==> config.mk <==
export PLATFORM = sky130hd
export DESIGN_NAME = frame_reader
export DESIGN_NICKNAME = d
export VERILOG_FILES = /design/src/rtl/frame_reader.sv
export SDC_FILE = /design/constraint.sdc
export NUM_CORES = 1
export LEC_CHECK = 0
export BUFFER_PORTS_ARGS = -buffer_cell sky130_fd_sc_hd__buf_2
export CORE_MARGIN = 4
export CORE_UTILIZATION = 30
export CTS_CLUSTER_SIZE = 28
export DETAILED_ROUTE_END_ITERATION = 16
export SYNTH_ARGS = -nofsm -noshare
export SYNTH_HDL_FRONTEND = slang
export SYNTH_SLANG_ARGS = --single-unit
==> constraint.sdc <==
create_clock -name rd_clk -period 3.4 [get_ports rd_clk]
set_input_delay 0.17 -clock rd_clk [delete_from_list [all_inputs] [get_ports rd_clk]]
set_output_delay 0.17 -clock rd_clk [all_outputs]
set_load 0.01 [all_outputs]
==> src/rtl/frame_reader.sv <==
// Frame reader: pops an upstream frame FIFO, checks SOF/EOF framing and length,
// and streams retained bytes through a 4-entry output buffer with valid/ready.
module frame_reader #(
  parameter int MAX_FRAME_LEN = 1024,
  parameter int LEN_W         = $clog2(MAX_FRAME_LEN + 1)
) (
  input  logic             rd_clk,
  input  logic             reset,
  input  logic             fifo_empty,
  output logic             fifo_rd_en,
  input  logic [7:0]       fifo_dout,
  input  logic             fifo_sof,
  input  logic             fifo_eof,
  output logic [7:0]       out_data,
  output logic             out_sof,
  output logic             out_eof,
  output logic [LEN_W-1:0] out_len,
  output logic             out_valid,
  input  logic             out_ready,
  output logic             err_orphan,
  output logic             err_trunc,
  output logic             err_oversize,
  output logic [15:0]      frame_count
);

  typedef enum logic [1:0] {IDLE, IN_FRAME, DROP} state_e;

  typedef struct packed {
    logic [7:0]       data;
    logic             sof;
    logic             eof;
    logic [LEN_W-1:0] len;
  } beat_t;

  localparam logic [LEN_W:0] MaxLen = (LEN_W + 1)'(MAX_FRAME_LEN);

  state_e           state_q, state_d;
  logic [LEN_W-1:0] len_q, len_d;
  logic             inflight_q;
  beat_t            buf_q [4];
  logic [1:0]       wr_ptr_q, rd_ptr_q;
  logic [2:0]       occ_q;
  logic [15:0]      fc_q;

  logic             push, pop;
  beat_t            push_beat, head;
  logic [LEN_W:0]   len_inc;
  logic             too_long;
  logic [2:0]       occ_plus;

  assign len_inc  = {1'b0, len_q} + 1'b1;
  assign too_long = len_inc > MaxLen;
  assign occ_plus = occ_q + {2'b0, inflight_q};

  // Gated by reset so no pop is requested while the block is held in reset.
  assign fifo_rd_en = reset && !fifo_empty && (occ_plus <= 3'd2);

  assign head      = buf_q[rd_ptr_q];
  assign out_valid = (occ_q != 3'd0);
  assign pop       = out_valid && out_ready;
  assign out_data  = out_valid ? head.data : '0;
  assign out_sof   = out_valid && head.sof;
  assign out_eof   = out_valid && head.eof;
  assign out_len   = out_valid ? head.len : '0;
  assign frame_count = fc_q;

  always_ff @(posedge rd_clk or negedge reset) begin
    if (!reset) begin
      state_q    <= IDLE;
      len_q      <= '0;
      inflight_q <= 1'b0;
    end else begin
      state_q    <= state_d;
      len_q      <= len_d;
      inflight_q <= fifo_rd_en;
    end
  end

  always_comb begin
    state_d = state_q;
    len_d   = len_q;
    if (inflight_q) begin
      if (fifo_sof) begin
        len_d   = LEN_W'(1);
        state_d = fifo_eof ? IDLE : IN_FRAME;
      end else begin
        unique case (state_q)
          IDLE: ;
          IN_FRAME: begin
            if (too_long) begin
              state_d = DROP;
            end else begin
              len_d = len_inc[LEN_W-1:0];
              if (fifo_eof) state_d = IDLE;
            end
          end
          DROP:    if (fifo_eof) state_d = IDLE;
          default: state_d = IDLE;
        endcase
      end
    end
  end

  always_comb begin
    push         = 1'b0;
    push_beat    = '0;
    err_orphan   = 1'b0;
    err_trunc    = 1'b0;
    err_oversize = 1'b0;
    if (inflight_q) begin
      if (fifo_sof) begin
        push           = 1'b1;
        push_beat.data = fifo_dout;
        push_beat.sof  = 1'b1;
        push_beat.eof  = fifo_eof;
        push_beat.len  = fifo_eof ? LEN_W'(1) : '0;
        err_trunc      = (state_q == IN_FRAME);
      end else begin
        unique case (state_q)
          IDLE: err_orphan = 1'b1;
          IN_FRAME: begin
            if (too_long) begin
              err_oversize = 1'b1;
            end else begin
              push           = 1'b1;
              push_beat.data = fifo_dout;
              push_beat.eof  = fifo_eof;
              push_beat.len  = fifo_eof ? len_inc[LEN_W-1:0] : '0;
            end
          end
          default: ;
        endcase
      end
    end
  end

  always_ff @(posedge rd_clk or negedge reset) begin
    if (!reset) begin
      for (int unsigned i = 0; i < 4; i++) buf_q[i] <= '0;
      wr_ptr_q <= '0;
      rd_ptr_q <= '0;
      occ_q    <= '0;
      fc_q     <= '0;
    end else begin
      if (push) begin
        buf_q[wr_ptr_q] <= push_beat;
        wr_ptr_q        <= wr_ptr_q + 2'd1;
      end
      if (pop) rd_ptr_q <= rd_ptr_q + 2'd1;
      occ_q <= occ_q + {2'b0, push} - {2'b0, pop};
      if (pop && head.eof && (fc_q != '1)) fc_q <= fc_q + 16'd1;
    end
  end

endmodule

==> impl_metrics.prom, run 1 <==
# TYPE chip_impl_metric gauge
chip_impl_metric{name="finalClockSkew",unit="ps"} 9.504
chip_impl_metric{name="gr-usage-all-layers",unit="%"} 12.95
chip_impl_metric{name="postSynthRegisterBits",unit=""} 121
chip_impl_metric{name="fin_nets",unit=""} 593
chip_impl_metric{name="synth_cells",unit=""} 500
chip_impl_info{name="crit_path_end_kind",value="flop"} 1
chip_impl_metric{name="antenna_left",unit=""} 0
chip_impl_metric{name="post_synth.cell_area_avg",unit="µm²"} 12.44
chip_impl_metric{name="drt_wl_total",unit="µm"} 14430
chip_impl_metric{name="synth.cell_area",unit="µm²"} 6218
chip_impl_metric{name="gr-usage-met1",unit="%"} 17.02
chip_impl_info{name="cts-root-buf",value="clkbuf_16"} 1
chip_impl_metric{name="path_clk_slew",unit="ps"} 60
chip_impl_metric{name="worst_slew_pin_slew",unit="ps"} 669.0
chip_impl_metric{name="grt_start_max_net_pins",unit=""} 54
chip_impl_metric{name="power.internal",unit="mW"} 4.212
chip_impl_metric{name="power.switching",unit="mW"} 1.867
chip_impl_info{name="layout.cells.most_common",value="dfrtp_1"} 1
chip_impl_metric{name="io-pin-count",unit=""} 56
chip_impl_metric{name="power.switching_fraction",unit="%"} 30.71
chip_impl_metric{name="maxClockFrequency",unit="MHz"} 314.2
chip_impl_metric{name="clockBufferDepth",unit=""} 2
chip_impl_metric{name="post-dp-hpwl",unit="µm"} 9801
chip_impl_metric{name="synth_enable_flop_cells",unit=""} 0
chip_impl_metric{name="grt_pass1_vias",unit=""} 4630
chip_impl_metric{name="grt_remaining_overflow",unit=""} 0
chip_impl_metric{name="netlist.area_leader.share",unit="%"} 48.69
chip_impl_metric{name="setup_tns",unit="ps"} 0
chip_impl_metric{name="clk_latency",unit="ps"} 410
chip_impl_metric{name="timing_max_transition_violations_final",unit=""} 0
chip_impl_metric{name="wl_per_cell",unit="µm"} 17.03
chip_impl_metric{name="vdd_ir_drop_max",unit="µV"} 284.3
chip_impl_metric{name="pwr-share-clk",unit="%"} 33.0
chip_impl_info{name="grt_setup_unrepaired",value="false"} 1
chip_impl_metric{name="worst-r2r-setup-slack",unit="ps"} 220
chip_impl_metric{name="critPathRequiredTime",unit="ps"} 3730
chip_impl_info{name="synth.largest_area_cell",value="dfrtp_1"} 1
chip_impl_info{name="busiest_layer",value="met2"} 1
chip_impl_metric{name="clock_buffer_count_from_cts",unit=""} 17
chip_impl_metric{name="route.detailed.vias_per_inst",unit=""} 4.978
chip_impl_info{name="critical_path_class",value="flop to flop"} 1
chip_impl_metric{name="post_synth_num_cell_types",unit=""} 47
chip_impl_metric{name="setup_violations",unit=""} 0
chip_impl_metric{name="max-slew-margin-rel",unit="%"} 55.40
chip_impl_metric{name="drv_cap",unit=""} 0
chip_impl_metric{name="port_buffers",unit=""} 55
chip_impl_metric{name="cts_max_level",unit=""} 4
chip_impl_metric{name="grt_antenna_before_repair",unit=""} 0
chip_impl_info{name="run_status",value="complete, no violations"} 1
chip_impl_metric{name="finalWeightedCongestion",unit=""} 0.8419
chip_impl_metric{name="horizontal_extent_of_the_die",unit="µm"} 152.0
chip_impl_metric{name="grtUsageMet2",unit="%"} 20.85
chip_impl_metric{name="register_area_share_after_synthesis",unit="%"} 48.69
chip_impl_metric{name="post-route-period-util",unit="%"} 93.62
chip_impl_metric{name="post-place-cells",unit=""} 813
chip_impl_metric{name="synthToLayoutAreaGrowth",unit="%"} 21.21
chip_impl_metric{name="leakagePower",unit="nW"} 3.369
chip_impl_info{name="path_category_of_the_worst_min_delay_check",value="primary input to flop"} 1
chip_impl_metric{name="final-instance-count-excl-fill",unit=""} 847
chip_impl_info{name="synth_area_leaders",value="dfrtp_1 (49%), mux2_2 (15%), mux4_2 (7.6%), and2_1 (2.8%), ha_1 (2.8%)"} 1
chip_impl_metric{name="synth.net_count",unit=""} 529
chip_impl_metric{name="critPathMaxFanout",unit=""} 7
chip_impl_metric{name="grtUsageMet3",unit="%"} 3.242
chip_impl_info{name="worst_setup_path_start_kind",value="flop"} 1
chip_impl_metric{name="period_needed",unit="ps"} 3183
chip_impl_metric{name="final_layout_size_suffix_gt1_share",unit="%"} 38.99
chip_impl_metric{name="worst-endpoint-arrival",unit="ps"} 3510
chip_impl_metric{name="grt_first_pass_wirelength",unit="µm"} 24200
chip_impl_metric{name="final_antenna_diode_count",unit=""} 0
chip_impl_metric{name="placementRows",unit=""} 52
chip_impl_info{name="tritoncts",value="done"} 1
chip_impl_metric{name="cellPowerDensity",unit="nW/µm²"} 806.6
chip_impl_metric{name="final-hold-violation-count",unit=""} 0
chip_impl_metric{name="combPwrFrac",unit="%"} 32.5
chip_impl_metric{name="detailedRoute.firstPassIterationCount",unit=""} 4
chip_impl_metric{name="synth_warnings",unit=""} 0
chip_impl_info{name="layout_common_cells",value="dfrtp_1 (121), mux2_2 (82), buf_2 (54), nand2_1 (30), and2_1 (28)"} 1
chip_impl_metric{name="drc",unit=""} 0
chip_impl_metric{name="routed-via-count",unit=""} 4216
chip_impl_metric{name="core_region_area",unit="µm²"} 20300
chip_impl_metric{name="clock-sinks",unit=""} 121
chip_impl_metric{name="die_h",unit="µm"} 152.0
chip_impl_metric{name="initial_core_utilization",unit="%"} 30.63
chip_impl_metric{name="die_area",unit="µm²"} 23090
chip_impl_info{name="ys.flop_type",value="dfrtp_1"} 1
chip_impl_metric{name="power_frac_seq",unit="%"} 34.5
chip_impl_metric{name="dr.first_iter.drc_count",unit=""} 241
chip_impl_metric{name="ys_async_sr_fraction",unit="%"} 100.0
[critical path, stage by stage, from the launching register on]
cell	delay, ps
dfrtp_1	360
ha_2	250
and2_1	250
a21oi_1	100
o32a_1	320
nor4_4	290
a21oi_2	110
o21a_1	210
ha_1	290
inv_1	50
ha_1	130
inv_1	50
fa_1	370
xnor2_1	190
xnor2_1	140
[power groups by stage]
stage / Sequential [mW] / Combinational [mW] / Clock [mW]
4_1_cts: 2.10 / 2.02 / 2.04
3_5_place_dp: 2.13 / 2.01 / 0
3_3_place_gp: 2.08 / 1.95 / 0
6_report: 2.10 / 1.98 / 2.01
2_1_floorplan: 2.04 / 1.44 / 0
5_1_grt: 2.16 / 2.18 / 2.10
[kinds of logic after synthesis]
family                   share of synthesized area, %
AO/OA/AOI/OAI                                   5.171
XOR/XNOR                                        3.803
adder cells (fa/ha/maj)                         3.139
buffers and inverters                           3.078
flip-flops                                      48.69
multiplexers                                    22.45
AND/OR/NAND/NOR                                 13.66
[cell type report]
class	instances	area (µm²)
fill	1965	12760
sequential	121	3028
multi-input combinational	336	3014
clock buffer	21	470.5
timing repair buffer	75	445.4
tap	270	337.8
clock inverter	11	192.7
inverter	13	48.80
[timing repair]
| action | CTS | global route |
|---|---|---|
| buffers inserted | 0 | 0 |
| endpoints found under the setup margin | 0 | 1 |
| hold buffers | 2 | 0 |
| gates resized for setup | 0 | 4 |
| endpoints found under the hold margin | 20 | 0 |
[cell usage after synthesis (all sizes together), types with 2 or more instances]
cell and n:
dfrtp 121, o221ai 2, a31o 4, xor2 10, and4 4, xnor2 17
and3 8, inv 13, nor4 2, mux4 21, buf 20, a221o 6
o21a 3, nor2b 3, mux2 82, o21ai 4, a22o 2, and2 28
nor2 18, nor3 18, nand3 12, nand2b 2, nor3b 3, a31oi 8
nand4 12, ha 14, a211oi 2, nand2 30, nand4b 3, clkbuf 10
a21oi 7, or3 3
[flip-flops by register name, indices dropped and copies added, names as in the netlist]
signal	flops
occ_q	3
rd_ptr_q	2
wr_ptr_q	2
len_q	11
frame_count	16
inflight_q	1
buf_q	84
state_q	2
[path summary, 6_finish.rpt]
check	from	end	cells past startpoint
max	len_q[0]	occ_q[2]	14
min	fifo_dout[7]	buf_q[62]	2
max reg2reg	len_q[0]	occ_q[2]	14
min reg2reg	buf_q[13]	buf_q[13]	1
max in group asynchronous	reset	frame_count[7]	4
min in group asynchronous	reset	buf_q[25]	2
[layer usage]
layer  share of wire [%]  up-vias
li1                    -     1942
met5                   0        -
met4                 1.3        0
met2                  49       66
met1                  47     2190
met3                 3.3       18
[per-stage QoR]
step	cell area, µm²	hold WS (ps)	power, mW	setup slack (ps)	util (%)
after CTS	7522	14.36	6.164	167.8	37.06
after global placement	6839	76.50	4.038	268.2	33.69
after detailed placement	6839	83.85	4.131	199.6	33.69
after global routing	7537	22.38	6.444	12.62	37.13
after floorplan	6218	-125.6	3.480	17.97	-
final	7537	26.82	6.079	217.0	37.13
Power figures use the tool's default switching activity.
==> inputs of run 2 (changes only) <==
GPL_TIMING_DRIVEN = 0   (was not set)
PLACE_DENSITY = 0.49   (was not set)
==> impl_metrics.prom, run 2 (synthesized netlist as in run 1, its figures left out) <==
# TYPE chip_impl_metric gauge
chip_impl_info{name="run_status",value="complete, no violations"} 1
chip_impl_metric{name="timing_max_transition_violations_final",unit=""} 0
chip_impl_metric{name="setup_violations",unit=""} 0
chip_impl_metric{name="finalWeightedCongestion",unit=""} 0.8281
chip_impl_metric{name="placed_cell_area",unit="µm²"} 6865
chip_impl_metric{name="grt_start_max_net_pins",unit=""} 97
chip_impl_metric{name="power.switching_fraction",unit="%"} 31.23
chip_impl_info{name="path_category_of_the_worst_min_delay_check",value="primary input to flop"} 1
chip_impl_metric{name="power.internal",unit="mW"} 4.206
chip_impl_info{name="rr_startpoint",value="len_q[1]"} 1
chip_impl_info{name="worst_setup_path_startpoint",value="len_q[1]"} 1
chip_impl_metric{name="grt_remaining_overflow",unit=""} 0
chip_impl_metric{name="die_area",unit="µm²"} 23090
chip_impl_metric{name="dr.first_iter.drc_count",unit=""} 246
chip_impl_metric{name="gr-usage-all-layers",unit="%"} 13.33
chip_impl_info{name="tritoncts",value="done"} 1
chip_impl_metric{name="fin_nets",unit=""} 617
chip_impl_metric{name="maxClockFrequency",unit="MHz"} 301.3
chip_impl_metric{name="clock-sinks",unit=""} 121
chip_impl_metric{name="vdd_ir_drop_max",unit="µV"} 337.9
chip_impl_metric{name="detailedRoute.firstPassIterationCount",unit=""} 4
chip_impl_metric{name="io-pin-count",unit=""} 56
chip_impl_metric{name="route.detailed.vias_per_inst",unit=""} 4.885
chip_impl_metric{name="cts_max_level",unit=""} 4
chip_impl_metric{name="finalClockSkew",unit="ps"} 6.983
chip_impl_metric{name="max-slew-margin-rel",unit="%"} 35.56
chip_impl_metric{name="leakagePower",unit="nW"} 3.452
chip_impl_info{name="worst_setup_path_endpoint",value="occ_q[2]"} 1
chip_impl_metric{name="power_frac_seq",unit="%"} 34.2
chip_impl_metric{name="synthToLayoutAreaGrowth",unit="%"} 23.24
chip_impl_metric{name="antenna_left",unit=""} 0
chip_impl_metric{name="wl_per_cell",unit="µm"} 17.26
chip_impl_metric{name="placementRows",unit=""} 52
chip_impl_metric{name="grt_antenna_before_repair",unit=""} 0
chip_impl_metric{name="path_clk_slew",unit="ps"} 50
chip_impl_metric{name="drc",unit=""} 0
chip_impl_info{name="critPathSlowestCell",value="dfrtp_2"} 1
chip_impl_metric{name="cpPeakStageDelay",unit="ps"} 400
chip_impl_info{name="cts-root-buf",value="clkbuf_16"} 1
chip_impl_info{name="layout_common_cells",value="dfrtp_1 (120), mux2_2 (82), buf_2 (68), nand2_1 (30), and2_1 (27)"} 1
chip_impl_metric{name="clk_latency",unit="ps"} 410
chip_impl_metric{name="worst-r2r-cell-count",unit=""} 16
chip_impl_metric{name="core_region_area",unit="µm²"} 20300
chip_impl_metric{name="critPathRequiredTime",unit="ps"} 3690
chip_impl_metric{name="final_layout_size_suffix_gt1_share",unit="%"} 40.40
chip_impl_metric{name="horizontal_extent_of_the_die",unit="µm"} 152.0
chip_impl_metric{name="hold_ws",unit="ps"} 34.14
chip_impl_info{name="critical_path_class",value="flop to flop"} 1
chip_impl_metric{name="port_buffers",unit=""} 55
chip_impl_info{name="crit_path_end_kind",value="flop"} 1
chip_impl_metric{name="worst-endpoint-arrival",unit="ps"} 3610
chip_impl_metric{name="drv_cap",unit=""} 0
chip_impl_metric{name="worst_slew_pin_slew",unit="ps"} 966.6
chip_impl_metric{name="clock_buffer_count_from_cts",unit=""} 17
chip_impl_metric{name="layout_setup_ws",unit="ps"} 80.96
chip_impl_metric{name="largest_register_ffs",unit=""} 84
chip_impl_metric{name="critPathMaxFanout",unit=""} 7
chip_impl_metric{name="post-route-period-util",unit="%"} 97.62
chip_impl_metric{name="initial_core_utilization",unit="%"} 30.63
chip_impl_metric{name="clockBufferDepth",unit=""} 2
chip_impl_info{name="largest_register",value="buf_q"} 1
chip_impl_metric{name="drt_wl_total",unit="µm"} 15000
chip_impl_metric{name="period_needed",unit="ps"} 3319
chip_impl_metric{name="detailedPlace.worstSlack",unit="ps"} -338.9
chip_impl_metric{name="grt_first_pass_wirelength",unit="µm"} 24780
chip_impl_metric{name="finalInstanceArea",unit="µm²"} 7664
chip_impl_metric{name="cellPowerDensity",unit="nW/µm²"} 798.2
chip_impl_info{name="worst_setup_path_start_kind",value="flop"} 1
chip_impl_metric{name="routed-via-count",unit=""} 4245
chip_impl_metric{name="worst-r2r-setup-slack",unit="ps"} 80
chip_impl_metric{name="power.switching",unit="mW"} 1.911
chip_impl_metric{name="final_antenna_diode_count",unit=""} 0
chip_impl_metric{name="combPwrFrac",unit="%"} 34.7
chip_impl_info{name="worstPathCellList",value="ha_4 > and2_4 > buf_6 > a21oi_2 > o32a_1 > nor4_4 > a21oi_2 > o21a_1 > buf_6 > ha_4 > inv_1 > ha_2 > inv_2 > fa_2 > xnor2_2 > xnor2_1"} 1
chip_impl_metric{name="pwr-share-clk",unit="%"} 31.1
chip_impl_metric{name="grt_pass1_vias",unit=""} 4628
chip_impl_metric{name="post-dp-hpwl",unit="µm"} 10320
chip_impl_metric{name="num-fill-cells",unit=""} 1978
chip_impl_metric{name="final-hold-violation-count",unit=""} 0
chip_impl_info{name="r2r_end",value="occ_q[2]"} 1
chip_impl_metric{name="die_h",unit="µm"} 152.0
chip_impl_info{name="layout.cells.most_common",value="dfrtp_1"} 1
## run 2: how the worst min path moves through the flow
stage | cells after the start | slack (ps) | end | start
finish | 2 | 30 | buf_q[16] | fifo_dout[3]
global route | 2 | 9 | buf_q[79] | fifo_dout[3]
CTS | 2 | 10 | buf_q[81] | fifo_dout[5]
detailed placement | 1 | 70 | buf_q[27] | reset
global placement | 2 | 380 | inflight_q | fifo_empty
floorplan | 0 | -130 | buf_q[0] | reset
## run 2: critical path: cells and delay by family (launching register included)
family / cells / cell delay (ps)
simple gates: 2 / 490
fa+ha+maj: 4 / 930
flops: 1 / 400
buf+inv: 4 / 320
xor+xnor: 2 / 280
compound gates: 4 / 760
## run 2: layout make-up
type,count,area (µm²),share of cell area (%)
Multi-Input combinational cell,336,3070,40.07
Timing Repair Buffer,69,411.6,5.371
Tap cell,270,337.8,4.408
Inverter,13,48.80,0.6367
Clock buffer,23,478.0,6.237
Clock inverter,7,141.4,1.845
Buffer,30,146.4,1.910
Sequential cell,121,3029,39.53
## run 2: metal layers
layer | vias up | track usage, % | part of all wire (%)
met5 | - | 0 | 0
met4 | 0 | 4.495 | 1.4
met3 | 18 | 3.783 | 3.5
met2 | 80 | 21.06 | 48
met1 | 2151 | 17.71 | 48
li1 | 1996 | - | -
## run 2: through the flow
stage | power [mW] | utilization, % | setup TNS (ps) | std cells
5_1_grt | 6.515 | 37.75 | -15.30 | 869
2_1_floorplan | 3.480 | - | 0 | 500
3_3_place_gp | 4.073 | 33.65 | -520.4 | 825
6_report | 6.117 | 37.75 | 0 | 869
4_1_cts | 6.107 | 37.25 | 0 | 861
3_5_place_dp | 4.144 | 33.82 | -498.6 | 826
## run 2: power groups by stage
| stage | Combinational, mW | Sequential [mW] | Clock [mW] |
|---|---|---|---|
| after global routing | 2.35 | 2.14 | 2.02 |
| after global placement | 1.99 | 2.08 | 0 |
| after floorplan | 1.44 | 2.04 | 0 |
| final | 2.12 | 2.09 | 1.90 |
| after CTS | 2.06 | 2.10 | 1.95 |
| after detailed placement | 2.03 | 2.11 | 0 |
## run 2: repair_timing
action | in CTS | in global routing
hold buffers | 2 | 0
endpoints found under the hold margin | 27 | 0
setup buffers | 3 | 8
gates resized for setup | 7 | 10
setup endpoints to repair | 2 | 3
gates cloned | 0 | 0
pin swaps | 4 | 8
==> inputs of run 3 (changes only) <==
==> constraint.sdc (replaced) <==
create_clock -name rd_clk -period 3.4 [get_ports rd_clk]
set_input_delay 0.68 -clock rd_clk [delete_from_list [all_inputs] [get_ports rd_clk]]
set_output_delay 0.68 -clock rd_clk [all_outputs]
set_load 0.01 [all_outputs]
==> impl_metrics.prom, run 3 (synthesized netlist as in run 1, its figures left out) <==
# TYPE chip_impl_metric gauge
chip_impl_metric{name="initial_core_utilization",unit="%"} 30.63
chip_impl_metric{name="cts_max_level",unit=""} 4
chip_impl_metric{name="final-hold-violation-count",unit=""} 0
chip_impl_metric{name="total_design_power",unit="mW"} 6.142
chip_impl_metric{name="maxClockFrequency",unit="MHz"} 302.3
chip_impl_metric{name="final-instance-count-excl-fill",unit=""} 867
chip_impl_metric{name="leakagePower",unit="nW"} 3.455
chip_impl_info{name="layout_common_cells",value="dfrtp_1 (120), mux2_2 (82), buf_2 (67), nand2_1 (30), and2_1 (27)"} 1
chip_impl_metric{name="drc",unit=""} 0
chip_impl_metric{name="cellPowerDensity",unit="nW/µm²"} 798.5
chip_impl_metric{name="clk_latency",unit="ps"} 410
chip_impl_metric{name="power.internal",unit="mW"} 4.216
chip_impl_metric{name="power_frac_seq",unit="%"} 34.1
chip_impl_metric{name="combPwrFrac",unit="%"} 34.9
chip_impl_metric{name="routed-via-count",unit=""} 4286
chip_impl_metric{name="setup_violations",unit=""} 0
chip_impl_metric{name="core_region_area",unit="µm²"} 20300
chip_impl_metric{name="finalWeightedCongestion",unit=""} 0.8281
chip_impl_info{name="worstPathCellList",value="ha_4 > and2_4 > buf_6 > a21oi_2 > o32a_1 > nor4_4 > a21oi_2 > o21a_1 > buf_6 > ha_4 > inv_2 > ha_4 > inv_2 > fa_2 > xnor2_2 > xnor2_1"} 1
chip_impl_metric{name="detailedRoute.firstPassIterationCount",unit=""} 4
chip_impl_metric{name="port_buffers",unit=""} 55
chip_impl_metric{name="grt_pass1_vias",unit=""} 4618
chip_impl_metric{name="power.switching_fraction",unit="%"} 31.35
chip_impl_metric{name="layout_setup_ws",unit="ps"} 91.95
chip_impl_metric{name="seq_area",unit="µm²"} 3029
chip_impl_metric{name="drv_cap",unit=""} 0
chip_impl_metric{name="finalCoreUtilization",unit="%"} 37.89
chip_impl_metric{name="post-place-cells",unit=""} 826
chip_impl_metric{name="route.detailed.vias_per_inst",unit=""} 4.943
chip_impl_metric{name="hold_ws",unit="ps"} 137.8
chip_impl_metric{name="period_needed",unit="ps"} 3308
chip_impl_metric{name="num-fill-cells",unit=""} 1981
chip_impl_metric{name="final_antenna_diode_count",unit=""} 0
chip_impl_metric{name="grt_remaining_overflow",unit=""} 0
chip_impl_metric{name="cts_hold_buf",unit=""} 0
chip_impl_metric{name="timing_max_transition_violations_final",unit=""} 0
chip_impl_info{name="critPathMostFrequentCell",value="ha_4"} 1
chip_impl_metric{name="placed_cell_area",unit="µm²"} 6865
chip_impl_metric{name="antenna_left",unit=""} 0
chip_impl_info{name="layout.cells.most_common",value="dfrtp_1"} 1
chip_impl_metric{name="cpPeakStageDelay",unit="ps"} 400
chip_impl_info{name="largest_register",value="buf_q"} 1
chip_impl_metric{name="post-route-period-util",unit="%"} 97.30
chip_impl_metric{name="die_h",unit="µm"} 152.0
chip_impl_metric{name="setup_tns",unit="ps"} 0
chip_impl_metric{name="critPathMaxFanout",unit=""} 7
chip_impl_metric{name="pwr-share-clk",unit="%"} 31.0
chip_impl_metric{name="grt_first_pass_wirelength",unit="µm"} 24780
chip_impl_metric{name="finalInstanceArea",unit="µm²"} 7691
chip_impl_info{name="critPathSlowestCell",value="dfrtp_1"} 1
chip_impl_metric{name="fin_nets",unit=""} 615
chip_impl_metric{name="final_layout_size_suffix_gt1_share",unit="%"} 41.21
chip_impl_metric{name="largest_register_ffs",unit=""} 84
chip_impl_metric{name="multi_input_area",unit="µm²"} 3100
chip_impl_metric{name="post-dp-hpwl",unit="µm"} 10320
chip_impl_info{name="cts-root-buf",value="clkbuf_16"} 1
chip_impl_metric{name="worst-endpoint-arrival",unit="ps"} 3600
chip_impl_metric{name="critPathRequiredTime",unit="ps"} 3690
chip_impl_metric{name="synthToLayoutAreaGrowth",unit="%"} 23.68
chip_impl_metric{name="placementRows",unit=""} 52
chip_impl_metric{name="power.switching",unit="mW"} 1.925
chip_impl_metric{name="io-pin-count",unit=""} 56
chip_impl_metric{name="clock-sinks",unit=""} 121
chip_impl_metric{name="vdd_ir_drop_max",unit="µV"} 339.0
chip_impl_info{name="worst_setup_path_start_kind",value="flop"} 1
chip_impl_metric{name="worst_slew_pin_slew",unit="ps"} 721.5
chip_impl_metric{name="wl_per_cell",unit="µm"} 17.39
chip_impl_metric{name="drt_wl_total",unit="µm"} 15080
chip_impl_metric{name="grt_start_max_net_pins",unit=""} 97
chip_impl_info{name="critical_path_class",value="flop to flop"} 1
chip_impl_info{name="path_category_of_the_worst_min_delay_check",value="primary input to async pin"} 1
chip_impl_info{name="run_status",value="complete, no violations"} 1
chip_impl_metric{name="finalClockSkew",unit="ps"} 7.085
chip_impl_metric{name="grt_antenna_before_repair",unit=""} 0
chip_impl_metric{name="dr.first_iter.drc_count",unit=""} 247
chip_impl_metric{name="clock_buffer_count_from_cts",unit=""} 17
chip_impl_metric{name="detailedPlace.worstSlack",unit="ps"} -338.9
chip_impl_metric{name="clockBufferDepth",unit=""} 2
chip_impl_metric{name="max-slew-margin-rel",unit="%"} 51.90
chip_impl_metric{name="horizontal_extent_of_the_die",unit="µm"} 152.0
chip_impl_metric{name="die_area",unit="µm²"} 23090
chip_impl_metric{name="gr-usage-all-layers",unit="%"} 13.34
chip_impl_info{name="crit_path_end_kind",value="flop"} 1
chip_impl_metric{name="path_clk_slew",unit="ps"} 50
chip_impl_info{name="tritoncts",value="done"} 1
==> run 3: repair_timing <==
item / in CTS / in global routing
endpoints found under the setup margin: 3 / 17
resized for setup: 9 / 21
pin swaps: 4 / 10
buffers inserted: 4 / 7
==> run 3: layout make-up <==
cell class                      instances  share of cell area [%]
Timing Repair Buffer                   67                   5.092
Clock inverter                          7                   1.838
Multi-Input combinational cell        336                   40.31
Sequential cell                       121                   39.39
Tap cell                              270                   4.392
Inverter                               13                  0.6345
Clock buffer                           23                   6.214
Buffer                                 30                   2.131
==> run 3: routing by layer <==
metal  track usage, %  share of wire (%)  routed length [µm]
met1            17.76                 47                7160
met2            21.04                 48                7186
met3            3.783                3.4                 519
met4            4.495                1.4                 213
met5                0                  0                   0
==> run 3: power by group through the flow <==
stage / registers, mW / clock network (mW) / logic (mW)
2_1_floorplan: 2.04 / 0 / 1.44
3_5_place_dp: 2.11 / 0 / 2.03
3_3_place_gp: 2.08 / 0 / 1.99
5_1_grt: 2.14 / 2.03 / 2.37
6_report: 2.09 / 1.90 / 2.15
4_1_cts: 2.09 / 1.95 / 2.08
==> run 3: final timing paths <==
path,start,end,slack (ps),cells past startpoint
setup / recovery,len_q[0],occ_q[2],90,16
hold / removal,reset,buf_q[67],140,1
setup reg to reg,len_q[0],occ_q[2],90,16
hold reg to reg,frame_count[9],frame_count[9],500,1
max in group asynchronous,reset,frame_count[14],2520,2
min in group rd_clk,fifo_empty,inflight_q,460,2
==> run 3: critical path: cells and delay by family, from the launching register on <==
family	cells	cell delay, ps
adders and majority gates	4	890
AOI/OAI and AO/OA	4	820
and+or+nand+nor	2	490
DFF	1	400
buffers and inverters	4	320
xor gates and xnor gates	2	280
